`src/rtl/tm1638_pkg.sv`:
```
// rtl/tm1638_pkg.sv - shared constants and FSM state type for the TM1638 controller
package tm1638_pkg;

    localparam logic [7:0] CMD_READ_KEYS = 8'h42;
    localparam int         NUM_KEY_BYTES = 4;
    localparam int         KEY_BITS      = 8 * NUM_KEY_BYTES;

    typedef enum logic [2:0] {
        IDLE,
        SETUP,
        CMD,
        WAIT,
        READ,
        DONE
    } state_t;

endpackage

```
`src/rtl/sync_2ff.sv`:
```
// rtl/sync_2ff.sv - two-flop synchronizer for a single asynchronous input
module sync_2ff (
    input  logic clk,
    input  logic rst_n,
    input  logic d,
    output logic q
);

    logic meta;

    always_ff @(posedge clk or negedge rst_n) begin
        if (!rst_n) begin
            meta <= 1'b1;
            q    <= 1'b1;
        end else begin
            meta <= d;
            q    <= meta;
        end
    end

endmodule

```
`src/rtl/tm1638_key_reader.sv`:
```
// rtl/tm1638_key_reader.sv - issues the TM1638 read-key command and returns the 32-bit key bitmap
module tm1638_key_reader
    import tm1638_pkg::*;
#(
    parameter int CLK_DIV     = 49,
    parameter int WAIT_CYCLES = 100
) (
    input  logic        i_Clk,
    input  logic        i_Rst,
    input  logic        i_Start,
    output logic        o_Busy,
    output logic        o_Keys_Valid,
    output logic [31:0] o_Keys,
    output logic        o_SPI_Stb,
    output logic        o_SPI_Clk,
    output logic        o_SPI_Dio_Out,
    output logic        o_SPI_Dio_Oe,
    input  logic        i_SPI_Dio
);

    // One down-counter times both the SPI half periods and the Twait gap.
    localparam int CNT_MAX = (CLK_DIV > WAIT_CYCLES - 1) ? CLK_DIV : WAIT_CYCLES - 1;
    localparam int CW      = (CNT_MAX < 1) ? 1 : $clog2(CNT_MAX + 1);
    localparam int BW      = $clog2(KEY_BITS);

    localparam logic [CW-1:0] HALF_RELOAD = CW'(CLK_DIV);
    localparam logic [CW-1:0] WAIT_RELOAD = CW'(WAIT_CYCLES - 1);
    localparam logic [BW-1:0] LAST_CMD    = BW'(7);
    localparam logic [BW-1:0] LAST_READ   = BW'(KEY_BITS - 1);

    state_t                state, state_n;
    logic [CW-1:0]         cnt, cnt_n;
    logic [BW-1:0]         bit_cnt, bit_n;
    logic                  phase, phase_n;
    logic [KEY_BITS-1:0]   shreg, shreg_n;
    logic [KEY_BITS-1:0]   keys, keys_n;
    logic                  dio_s;
    logic                  cnt_zero;

    sync_2ff u_dio_sync (
        .clk   (i_Clk),
        .rst_n (i_Rst),
        .d     (i_SPI_Dio),
        .q     (dio_s)
    );

    always_ff @(posedge i_Clk or negedge i_Rst) begin
        if (!i_Rst) begin
            state   <= IDLE;
            cnt     <= '0;
            bit_cnt <= '0;
            phase   <= 1'b0;
            shreg   <= '0;
            keys    <= '0;
        end else begin
            state   <= state_n;
            cnt     <= cnt_n;
            bit_cnt <= bit_n;
            phase   <= phase_n;
            shreg   <= shreg_n;
            keys    <= keys_n;
        end
    end

    assign cnt_zero = (cnt == '0);

    always_comb begin
        state_n = state;
        cnt_n   = cnt;
        bit_n   = bit_cnt;
        phase_n = phase;
        shreg_n = shreg;
        keys_n  = keys;
        case (state)
            IDLE: begin
                if (i_Start) begin
                    state_n = SETUP;
                    cnt_n   = HALF_RELOAD;
                end
            end
            SETUP: begin
                if (!cnt_zero) begin
                    cnt_n = cnt - 1'b1;
                end else begin
                    state_n = CMD;
                    cnt_n   = HALF_RELOAD;
                    phase_n = 1'b0;
                    bit_n   = '0;
                end
            end
            CMD: begin
                if (!cnt_zero) begin
                    cnt_n = cnt - 1'b1;
                end else begin
                    cnt_n = HALF_RELOAD;
                    if (!phase) begin
                        phase_n = 1'b1;
                    end else begin
                        phase_n = 1'b0;
                        if (bit_cnt == LAST_CMD) begin
                            state_n = WAIT;
                            cnt_n   = WAIT_RELOAD;
                            bit_n   = '0;
                        end else begin
                            bit_n = bit_cnt + 1'b1;
                        end
                    end
                end
            end
            WAIT: begin
                if (!cnt_zero) begin
                    cnt_n = cnt - 1'b1;
                end else begin
                    state_n = READ;
                    cnt_n   = HALF_RELOAD;
                    phase_n = 1'b0;
                end
            end
            READ: begin
                if (!cnt_zero) begin
                    cnt_n = cnt - 1'b1;
                end else begin
                    cnt_n = HALF_RELOAD;
                    if (!phase) begin
                        phase_n = 1'b1;
                    end else begin
                        // Sample at the end of the high half; first bit ends up in bit 0.
                        phase_n = 1'b0;
                        shreg_n = {dio_s, shreg[KEY_BITS-1:1]};
                        if (bit_cnt == LAST_READ) begin
                            state_n = DONE;
                            keys_n  = shreg_n;
                        end else begin
                            bit_n = bit_cnt + 1'b1;
                        end
                    end
                end
            end
            DONE: begin
                state_n = IDLE;
            end
            default: begin
                state_n = IDLE;
            end
        endcase
    end

    always_comb begin
        o_SPI_Dio_Out = 1'b1;
        o_SPI_Dio_Oe  = 1'b0;
        o_SPI_Clk     = 1'b1;
        case (state)
            SETUP: begin
                o_SPI_Dio_Out = CMD_READ_KEYS[0];
                o_SPI_Dio_Oe  = 1'b1;
            end
            CMD: begin
                o_SPI_Dio_Out = CMD_READ_KEYS[bit_cnt[2:0]];
                o_SPI_Dio_Oe  = 1'b1;
                o_SPI_Clk     = phase;
            end
            READ: begin
                o_SPI_Clk = phase;
            end
            default: begin
                o_SPI_Dio_Out = 1'b1;
            end
        endcase
    end

    assign o_Busy       = (state != IDLE) && (state != DONE);
    assign o_SPI_Stb    = !o_Busy;
    assign o_Keys_Valid = (state == DONE);
    assign o_Keys       = keys;

endmodule

```
`config.mk`:
```
export PLATFORM = sky130hd
export DESIGN_NAME = tm1638_key_reader
export DESIGN_NICKNAME = d
export VERILOG_FILES = /design/src/rtl/tm1638_pkg.sv /design/src/rtl/sync_2ff.sv /design/src/rtl/tm1638_key_reader.sv
export SDC_FILE = /design/constraint.sdc
export NUM_CORES = 1
export LEC_CHECK = 0
export CORE_MARGIN = 8
export CORE_UTILIZATION = 50
export DETAILED_ROUTE_END_ITERATION = 7
export GPL_TIMING_DRIVEN = 0
export HOLD_SLACK_MARGIN = 0.15
export PLACE_DENSITY_LB_ADDON = 0.3
export SYNTH_ARGS = -nofsm -noshare
export SYNTH_HDL_FRONTEND = slang
export SYNTH_HIERARCHICAL = 1
export SYNTH_SLANG_ARGS = --single-unit
```
`constraint.sdc`:
```
create_clock -name i_Clk -period 3.27 [get_ports i_Clk]
set_input_delay 0.654 -clock i_Clk [delete_from_list [all_inputs] [get_ports i_Clk]]
set_output_delay 0.654 -clock i_Clk [all_outputs]
set_load 0.005 [all_outputs]
```
==> report_table.html, run 1 <==
<table>
<tr><th>Metric</th><th>Value</th></tr>
<tr><th colspan="2">Status</th></tr>
<tr><td>Result of the run</td><td>complete, no violations</td></tr>
<tr><th colspan="2">Setup path</th></tr>
<tr><td>Cell family with the largest share of critical-path delay</td><td>buffers and inverters</td></tr>
<tr><td>Peak fanout along the critical path</td><td>10</td></tr>
<tr><td>CP cell instances</td><td>clkbuf_1, clkbuf_1, nor2_1, nor3_1, clkdlybuf4s50_1</td></tr>
<tr><td>Endpoint kind of the worst setup timing path</td><td>output port</td></tr>
<tr><td>Maximum single-stage delay on the critical path</td><td>560 ps</td></tr>
<tr><td>Critical Setup Path Class</td><td>flip-flop to output port</td></tr>
<tr><td>Required time of the critical path</td><td>2620 ps</td></tr>
<tr><td>Arrival @ worst endpoint</td><td>2310 ps</td></tr>
<tr><td>Buf/Inv on CP</td><td>3</td></tr>
<tr><td>Critical path startpoint category</td><td>flip-flop</td></tr>
<tr><td>Worst-path cell with the longest stage delay</td><td>clkdlybuf4s50_1</td></tr>
<tr><td>Most Frequent Cell on Critical Path</td><td>clkbuf_1</td></tr>
<tr><th colspan="2">Timing</th></tr>
<tr><td>Transition time at the pin with the least slew margin</td><td>611 ps</td></tr>
<tr><td>Max-slew violation total from the final report</td><td>0</td></tr>
<tr><td>Total setup violations reported at the end of the flow</td><td>0</td></tr>
<tr><td>Part of the cycle the worst path needs</td><td>between 90% and 100%</td></tr>
<tr><td>Setup repair after global routing missed its margin</td><td>no</td></tr>
<tr><td>Final Hold Vio Count</td><td>0</td></tr>
<tr><td>Remaining max-slew budget at the tightest pin</td><td>59.1%</td></tr>
<tr><td>Worst clock skew</td><td>between 10 and 15 ps</td></tr>
<tr><td>Peak clock frequency supported by timing</td><td>0.338 GHz</td></tr>
<tr><td>Final Critical Period</td><td>2960 ps</td></tr>
<tr><th colspan="2">Layout</th></tr>
<tr><td>Filler Cell Count</td><td>around 580</td></tr>
<tr><td>Area grow syn2layout</td><td>20.7%</td></tr>
<tr><td>Antenna cells</td><td>0</td></tr>
<tr><td>Final Net Count</td><td>approximately 350</td></tr>
<tr><td>Multi-input logic area</td><td>0.00158 mm^2</td></tr>
<tr><td>Share of layout cells above drive strength 1</td><td>around 29%</td></tr>
<tr><td>Storage cell area</td><td>0.00203 mm^2</td></tr>
<tr><td>Post-Route Utilization</td><td>62.3%</td></tr>
<tr><td>Post-route cell area</td><td>0.00454 mm^2</td></tr>
<tr><th colspan="2">Yosys</th></tr>
<tr><td>Number of distinct standard cells referenced by the synthesized netlist</td><td>51</td></tr>
<tr><td>Register area share after synthesis</td><td>between 50% and 60%</td></tr>
<tr><td>Fraction of synthesized cell area taken by the top area cell type</td><td>52.5%</td></tr>
<tr><td>Most area-hungry cell type in the Yosys netlist</td><td>dfrtp_1</td></tr>
<tr><td>Post-synthesis net count</td><td>293</td></tr>
<tr><td>Most numerous cell in the Yosys netlist</td><td>dfrtp_1</td></tr>
<tr><td>Number of flops mapped to enable cells by yosys</td><td>0</td></tr>
<tr><td>Async S/R FF share, synth</td><td>100%</td></tr>
<tr><td>Post-synthesis area per instance</td><td>between 10 and 15 um^2</td></tr>
<tr><td>Ys flop type</td><td>dfrtp_1</td></tr>
<tr><td>Post-Syn Area</td><td>~0.0038 mm^2</td></tr>
<tr><td>Number of synthesized register bits</td><td>a little over 80</td></tr>
<tr><td>Cell count after synthesis</td><td>284</td></tr>
<tr><td>Yosys warning count</td><td>6</td></tr>
<tr><td>Top cells by instance count after synthesis</td><td>79 x dfrtp_1, 34 x mux2_2, 30 x mux2_4, 12 x o21ai_0, 11 x nand2_1</td></tr>
<tr><td>Top area cells in the synthesized netlist</td><td>dfrtp_1 53%, mux2_4 12%, mux2_2 10%, ha_1 1.7%, buf_12 1.6%</td></tr>
<tr><th colspan="2">Place</th></tr>
<tr><td>Placed cell areas</td><td>around 0.0043 mm^2</td></tr>
<tr><td>Port buffer count</td><td>41</td></tr>
<tr><td>Total half-perimeter wirelength after legalization and detailed placement</td><td>4630 um</td></tr>
<tr><td>Final weighted congestion in routability-driven placement</td><td>0.826</td></tr>
<tr><th colspan="2">Power</th></tr>
<tr><td>Pleak</td><td>2.16 nW</td></tr>
<tr><td>Worst vdd ir</td><td>0.410 mV</td></tr>
<tr><td>Pwr Density</td><td>528 mW/mm^2</td></tr>
<tr><td>Power Total</td><td>0.00240 W</td></tr>
<tr><th colspan="2">CTS</th></tr>
<tr><td>Insertion delay to the later sink of the worst-skew pair</td><td>350 ps</td></tr>
<tr><td>Clock slew at reported path FFs</td><td>approximately 90 ps</td></tr>
<tr><td>Total clock buffers created by CTS</td><td>9</td></tr>
<tr><td>Sink Count</td><td>between 80 and 90</td></tr>
<tr><td>Level count of the clock H-tree</td><td>3</td></tr>
<tr><td>Maximum clock insertion buffer count</td><td>2</td></tr>
<tr><td>Clock tree from TritonCTS</td><td>yes</td></tr>
<tr><td>CTS Root Cell</td><td>clkbuf_8</td></tr>
<tr><th colspan="2">Floorplan</th></tr>
<tr><td>Core Area</td><td>0.00729 mm^2</td></tr>
<tr><td>Die footprint</td><td>0.0106 mm^2</td></tr>
<tr><td>Initial standard-cell utilization of the core</td><td>51.6%</td></tr>
<tr><td>Top Ports</td><td>42</td></tr>
<tr><td>Die Y</td><td>103 um</td></tr>
<tr><td>Number of core rows</td><td>31</td></tr>
<tr><td>Horizontal extent of the die</td><td>103 um</td></tr>
<tr><th colspan="2">GRT</th></tr>
<tr><td>Total track usage</td><td>between 10% and 20%</td></tr>
<tr><td>Number of antenna violations at the first check in global routing</td><td>0</td></tr>
<tr><td>Overflow left after global routing</td><td>0</td></tr>
<tr><td>Maximum number of pins on one net before global-route repair</td><td>69</td></tr>
<tr><td>Vias in the first global route</td><td>2321</td></tr>
<tr><td>Global-route wire length before repair</td><td>about 11000 um</td></tr>
<tr><th colspan="2">Detailed routing</th></tr>
<tr><td>Number of routed nets with antenna violations</td><td>0</td></tr>
<tr><td>DR vias/cell</td><td>between 5 and 6</td></tr>
<tr><td>Total wirelength of the detailed-routed design</td><td>6580 um</td></tr>
<tr><td>Post-detailed-route DRC marker count</td><td>0</td></tr>
<tr><td>Average detailed-routed wire length per instance</td><td>approximately 15 um</td></tr>
<tr><td>Via total after detailed routing</td><td>2401</td></tr>
<tr><td>DR pass1 iterations</td><td>4</td></tr>
<tr><td>DRT iter0 DRCs</td><td>81</td></tr>
<tr><th colspan="2">Min path</th></tr>
<tr><td>Worst hold path type</td><td>flip-flop to flip-flop</td></tr>
<tr><th colspan="2">Run</th></tr>
<tr><td>Max-cap violation count</td><td>0</td></tr>
</table>
[path summary, 6_finish.rpt]
check                           startpoint            to  slack [ps]  cells after the start
setup / recovery                  state[2]     o_SPI_Stb         310                      5
hold / removal             u_dio_sync/meta  u_dio_sync/q         360                      0
setup reg to reg                    cnt[0]    o_Keys[16]         410                     10
hold reg to reg            u_dio_sync/meta  u_dio_sync/q         360                      0
max in group asynchronous            i_Rst  u_dio_sync/q        1960                      3
min in group asynchronous            i_Rst    o_Keys[23]         690                      2
[metrics by stage]
stage	instances	hold WS (ps)	setup TNS, ps	setup WS [ps]
6_report	442	365	0	310
5_1_grt	442	369	0	191
3_5_place_dp	425	352	0	223
3_3_place_gp	424	347	-100150	-1260
4_1_cts	442	363	0	224
2_1_floorplan	284	345	0	553
[per-layer routing]
| layer | GRT usage (%) | routed length, um | vias up |
|---|---|---|---|
| met5 | 0 | 0 | - |
| met4 | 4.00 | 76 | 0 |
| met3 | 3.85 | 356 | 8 |
| met2 | 20.9 | 3080 | 51 |
| met1 | 17.3 | 3070 | 1197 |
| li1 | - | - | 1145 |
[layout by cell type, fill, tap and decap left out, drive strengths merged, types with 3 or more instances in the layout]
| cell | n |
|---|---|
| nand2b | 3 |
| clkbuf | 18 |
| a32oi | 3 |
| nor2 | 10 |
| a21o | 3 |
| nand2 | 11 |
| dfrtp | 79 |
| o31ai | 5 |
| a21oi | 6 |
| clkinvlp | 3 |
| mux2 | 64 |
| nor4 | 4 |
| o21ai | 13 |
| clkdlybuf4s50 | 40 |
| inv | 10 |
| nor3 | 7 |
| or2 | 3 |
| buf | 12 |
| nand3 | 6 |
| ha | 5 |
[cell type report]
| class | count | share of cell area [%] |
|---|---|---|
| buffer | 19 | 3.00 |
| clock buffer | 9 | 2.73 |
| clock inverter | 7 | 1.71 |
| inverter | 8 | 0.661 |
| multi-input combinational | 176 | 34.7 |
| sequential | 81 | 44.7 |
| tap | 99 | 2.73 |
| timing repair buffer | 43 | 9.80 |
[cells by family after synthesis]
group	Yosys count	share of synthesized area, %
DFF	81	53.9
and+or+nand+nor	59	8.98
xor gates and xnor gates	1	0.233
adders and majority gates	5	1.66
buffers and inverters	27	4.42
AOI/OAI and AO/OA	45	8.11
muxes	66	22.7
[power by group]
part / switching [W] / internal, W
Combinational: 0.000309 / 0.000235
Sequential: 0.0000570 / 0.00106
Clock: 0.000379 / 0.000359
[registers in the layout (all words and copies together), names as in the netlist]
signal and cells:
shreg 31, u_dio_sync/meta 1, bit_cnt 5, cnt 7, u_dio_sync/q 1, phase 1
state 3, o_Keys 32
[worst reg2reg max path, cell delays in order, from the launching register on]
cell and delay [ps]:
dfrtp_1 430, inv_1 80, ha_1 170, or3b_1 350
buf_2 180, or4_4 420, buf_6 160, or3_4 380
buf_6 150, buf_12 150, mux2_4 290
[what timing repair did]
item                                   4_1_cts  5_1_grt
hold buffers                                 1        0
setup endpoints to repair                    0        1
endpoints found under the hold margin       13        0
resized for setup                            0        1
setup buffers                                0        0
No activity file was read; power rests on OpenSTA's default activity.
==> run 2, diff against run 1 <==
MAX_ROUTING_LAYER = met4   (was default)
==> report_table.html, run 2 (synthesized netlist as in run 1, its figures left out) <==
<table>
<tr><th>Metric</th><th>Value</th></tr>
<tr><th colspan="2">Setup path</th></tr>
<tr><td>Peak fanout along the critical path</td><td>10 (unchanged)</td></tr>
<tr><td>Worst-path cell with the longest stage delay</td><td>clkdlybuf4s50_1</td></tr>
<tr><td>Critical Setup Path Class</td><td>flip-flop to output port</td></tr>
<tr><td>Critical path launch point</td><td>state[2]</td></tr>
<tr><td>End of the worst register-to-register path</td><td>o_Keys[16]</td></tr>
<tr><td>CP cell instances</td><td>clkbuf_1, clkbuf_1, nor2_1, nor3_1, clkdlybuf4s50_1</td></tr>
<tr><td>Critical path startpoint category</td><td>flip-flop</td></tr>
<tr><td>Worst Setup EP</td><td>o_SPI_Stb</td></tr>
<tr><td>Logic depth of the worst setup path including buffers</td><td>5 (unchanged)</td></tr>
<tr><td>Buf/Inv on CP</td><td>3 (unchanged)</td></tr>
<tr><td>Required time of the critical path</td><td>2620 ps (about the same)</td></tr>
<tr><td>Maximum single-stage delay on the critical path</td><td>560 ps (about the same)</td></tr>
<tr><td>Most Frequent Cell on Critical Path</td><td>clkbuf_1</td></tr>
<tr><td>Endpoint kind of the worst setup timing path</td><td>output port</td></tr>
<tr><td>Crit Reg-Reg Startpoint</td><td>cnt[0]</td></tr>
<tr><td>Cell family with the largest share of critical-path delay</td><td>buffers and inverters</td></tr>
<tr><td>Internal reg-to-reg setup slack</td><td>410 ps (about the same)</td></tr>
<tr><td>Worst R2R Path Depth</td><td>10 (unchanged)</td></tr>
<tr><td>Arrival @ worst endpoint</td><td>2300 ps (about the same)</td></tr>
<tr><th colspan="2">Floorplan</th></tr>
<tr><td>Top Ports</td><td>42 (unchanged)</td></tr>
<tr><td>Die Y</td><td>103 um (unchanged)</td></tr>
<tr><td>Number of core rows</td><td>31 (unchanged)</td></tr>
<tr><td>Initial standard-cell utilization of the core</td><td>51.6% (unchanged)</td></tr>
<tr><td>Die footprint</td><td>0.0106 mm^2 (unchanged)</td></tr>
<tr><td>Horizontal extent of the die</td><td>103 um (unchanged)</td></tr>
<tr><td>Core Area</td><td>0.00729 mm^2 (unchanged)</td></tr>
<tr><th colspan="2">Power</th></tr>
<tr><td>Worst vdd ir</td><td>0.411 mV (about the same)</td></tr>
<tr><td>Internal Power</td><td>0.00165 W (about the same)</td></tr>
<tr><td>Clock network fraction of design power</td><td>30.8% (about the same)</td></tr>
<tr><td>Pleak</td><td>2.16 nW (unchanged)</td></tr>
<tr><td>Pwr Density</td><td>528 mW/mm^2 (about the same)</td></tr>
<tr><td>Logic gate share of total power</td><td>22.7% (about the same)</td></tr>
<tr><td>Total net switching power</td><td>0.000744 W (about the same)</td></tr>
<tr><td>Power Total</td><td>0.00240 W (about the same)</td></tr>
<tr><td>Switch share</td><td>31.0% (about the same)</td></tr>
<tr><td>Sequential power share</td><td>46.5% (about the same)</td></tr>
<tr><th colspan="2">CTS</th></tr>
<tr><td>Total clock buffers created by CTS</td><td>9 (unchanged)</td></tr>
<tr><td>Clock slew at reported path FFs</td><td>80 ps (about the same)</td></tr>
<tr><td>Sink Count</td><td>81 (unchanged)</td></tr>
<tr><td>CTS Root Cell</td><td>clkbuf_8</td></tr>
<tr><td>Clock tree from TritonCTS</td><td>yes</td></tr>
<tr><td>Insertion delay to the later sink of the worst-skew pair</td><td>350 ps (about the same)</td></tr>
<tr><td>Level count of the clock H-tree</td><td>3 (unchanged)</td></tr>
<tr><td>Maximum clock insertion buffer count</td><td>2 (unchanged)</td></tr>
<tr><th colspan="2">Detailed routing</th></tr>
<tr><td>Average detailed-routed wire length per instance</td><td>14.9 um (-0.12%)</td></tr>
<tr><td>DR pass1 iterations</td><td>4 (unchanged)</td></tr>
<tr><td>Total wirelength of the detailed-routed design</td><td>6570 um (-0.12%)</td></tr>
<tr><td>Post-detailed-route DRC marker count</td><td>0 (unchanged)</td></tr>
<tr><td>Number of routed nets with antenna violations</td><td>0 (unchanged)</td></tr>
<tr><td>DR vias/cell</td><td>5.43 (about the same)</td></tr>
<tr><td>Via total after detailed routing</td><td>2400 (-0.042%)</td></tr>
<tr><td>DRT iter0 DRCs</td><td>77 (-4.9%)</td></tr>
<tr><th colspan="2">Timing</th></tr>
<tr><td>Max-slew violation total from the final report</td><td>0 (unchanged)</td></tr>
<tr><td>Setup repair after global routing missed its margin</td><td>no</td></tr>
<tr><td>Peak clock frequency supported by timing</td><td>0.338 GHz (+0.13%)</td></tr>
<tr><td>Worst hold slack</td><td>364 ps (-0.996 ps)</td></tr>
<tr><td>Remaining max-slew budget at the tightest pin</td><td>59.4% (+0.26 points)</td></tr>
<tr><td>Part of the cycle the worst path needs</td><td>90.4% (-0.11 points)</td></tr>
<tr><td>Total setup violations reported at the end of the flow</td><td>0 (unchanged)</td></tr>
<tr><td>Final Hold Vio Count</td><td>0 (unchanged)</td></tr>
<tr><td>Sum of negative setup slack</td><td>0 ps (unchanged)</td></tr>
<tr><td>Final Critical Period</td><td>2960 ps (-3.74 ps)</td></tr>
<tr><td>Worst setup slack after layout</td><td>314 ps (+3.74 ps)</td></tr>
<tr><td>Worst clock skew</td><td>11.2 ps (+0.156 ps)</td></tr>
<tr><td>Transition time at the pin with the least slew margin</td><td>607 ps (-3.86 ps)</td></tr>
<tr><th colspan="2">Place</th></tr>
<tr><td>Final weighted congestion in routability-driven placement</td><td>0.839 (+1.5%)</td></tr>
<tr><td>Port buffer count</td><td>41 (unchanged)</td></tr>
<tr><td>Total half-perimeter wirelength after legalization and detailed placement</td><td>4630 um (unchanged)</td></tr>
<tr><td>Instance count after placement with tap cells included</td><td>425 (unchanged)</td></tr>
<tr><td>Worst setup timing slack at the placement stage</td><td>223 ps (unchanged)</td></tr>
<tr><th colspan="2">GRT</th></tr>
<tr><td>Vias in the first global route</td><td>2318 (-0.13%)</td></tr>
<tr><td>Overflow left after global routing</td><td>0 (unchanged)</td></tr>
<tr><td>Maximum number of pins on one net before global-route repair</td><td>69 (unchanged)</td></tr>
<tr><td>Total track usage</td><td>13.6% (+0.37 points)</td></tr>
<tr><td>Number of antenna violations at the first check in global routing</td><td>0 (unchanged)</td></tr>
<tr><td>Global-route wire length before repair</td><td>11000 um (unchanged)</td></tr>
<tr><th colspan="2">Layout</th></tr>
<tr><td>Antenna cells</td><td>0 (unchanged)</td></tr>
<tr><td>Multi-input logic area</td><td>0.00158 mm^2 (unchanged)</td></tr>
<tr><td>Storage cell area</td><td>0.00203 mm^2 (unchanged)</td></tr>
<tr><td>Commonest non-fill, non-tap cell in the layout</td><td>dfrtp_1</td></tr>
<tr><td>Number of cells in the finished layout apart from fillers</td><td>442 (unchanged)</td></tr>
<tr><td>Leading cell types in the layout, fill and taps excluded</td><td>79 x dfrtp_1, 40 x clkdlybuf4s50_1, 34 x mux2_2, 30 x mux2_4, 12 x o21ai_0</td></tr>
<tr><td>Final Net Count</td><td>347 (unchanged)</td></tr>
<tr><td>Flip-flop count of the largest register after layout</td><td>32 (unchanged)</td></tr>
<tr><td>Area grow syn2layout</td><td>20.7% (unchanged)</td></tr>
<tr><td>Share of layout cells above drive strength 1</td><td>28.6% (unchanged)</td></tr>
<tr><td>Filler Cell Count</td><td>579 (unchanged)</td></tr>
<tr><th colspan="2">Run</th></tr>
<tr><td>Max-cap violation count</td><td>0 (unchanged)</td></tr>
<tr><th colspan="2">Min path</th></tr>
<tr><td>Worst hold path type</td><td>flip-flop to flip-flop</td></tr>
<tr><th colspan="2">Status</th></tr>
<tr><td>Result of the run</td><td>complete, no violations</td></tr>
</table>
[run 2: cell counts in the layout (fill, tap and decap cells not counted)]
Identical to the previous run, type by type.
[run 2: cell type report]
type,count,share of cell area (%)
Inverter,8,0.661
Clock inverter,7,1.71
Clock buffer,9,2.73
Multi-Input combinational cell,176,34.7
Sequential cell,81,44.7
Timing Repair Buffer,43,9.80
Buffer,19,3.00
Tap cell,99,2.73
[run 2: worst reg2reg max path: stages, from the launching register on]
cell	delay [ps]
dfrtp_1	430
inv_1	80
ha_1	170
or3b_1	350
buf_2	180
or4_4	420
buf_6	160
or3_4	380
buf_6	150
buf_12	150
mux2_4	290
[run 2: worst min path at each step]
stage | slack, ps | endpoint | startpoint | cells past startpoint
2_1_floorplan | 350 | u_dio_sync/q | u_dio_sync/meta | 0
3_3_place_gp | 350 | u_dio_sync/q | u_dio_sync/meta | 0
3_5_place_dp | 350 | u_dio_sync/q | u_dio_sync/meta | 0
4_1_cts | 360 | u_dio_sync/q | u_dio_sync/meta | 0
5_1_grt | 370 | u_dio_sync/q | u_dio_sync/meta | 0
6_report | 360 | u_dio_sync/q | u_dio_sync/meta | 0
[run 2: stage by stage]
stage / utilization (%) / area, um^2
final: 62.3 / 4540
after global routing: 62.3 / 4540
after CTS: 62.2 / 4530
after detailed placement: 59.3 / 4320
after global placement: 58.9 / 4300
after floorplan: - / 3760
[run 2: metal layers]
metal	part of all wire (%)	wire [um]	global-route usage, %	vias up
met5	0	0	-	-
met4	1.1	71	4.00	0
met3	5.3	345	3.78	9
met2	47	3100	20.9	51
met1	46	3050	17.3	1198
li1	-	-	-	1142
[run 2: repair_timing]
action | CTS | global route
endpoints found under the setup margin | 0 | 1
gates resized for setup | 0 | 1
endpoints found under the hold margin | 13 | 0
setup buffers | 0 | 0
hold buffers | 1 | 0
[run 2: power by group through the flow]
stage / Sequential (W) / Clock, W / Combinational [W]
after floorplan: 0.00112 / 0 / 0.000368
after global routing: 0.00113 / 0.000809 / 0.000607
after CTS: 0.00111 / 0.000761 / 0.000539
after global placement: 0.00113 / 0 / 0.000512
after detailed placement: 0.00113 / 0 / 0.000535
final: 0.00112 / 0.000738 / 0.000544
==> run 3, diff against run 2 <==
CTS_CLUSTER_SIZE = 10   (was default)
GPL_ROUTABILITY_DRIVEN = 0   (was default)
==> results of run 3 <==
Same layout as run 2: the final DEF is identical, and so are final timing and power.
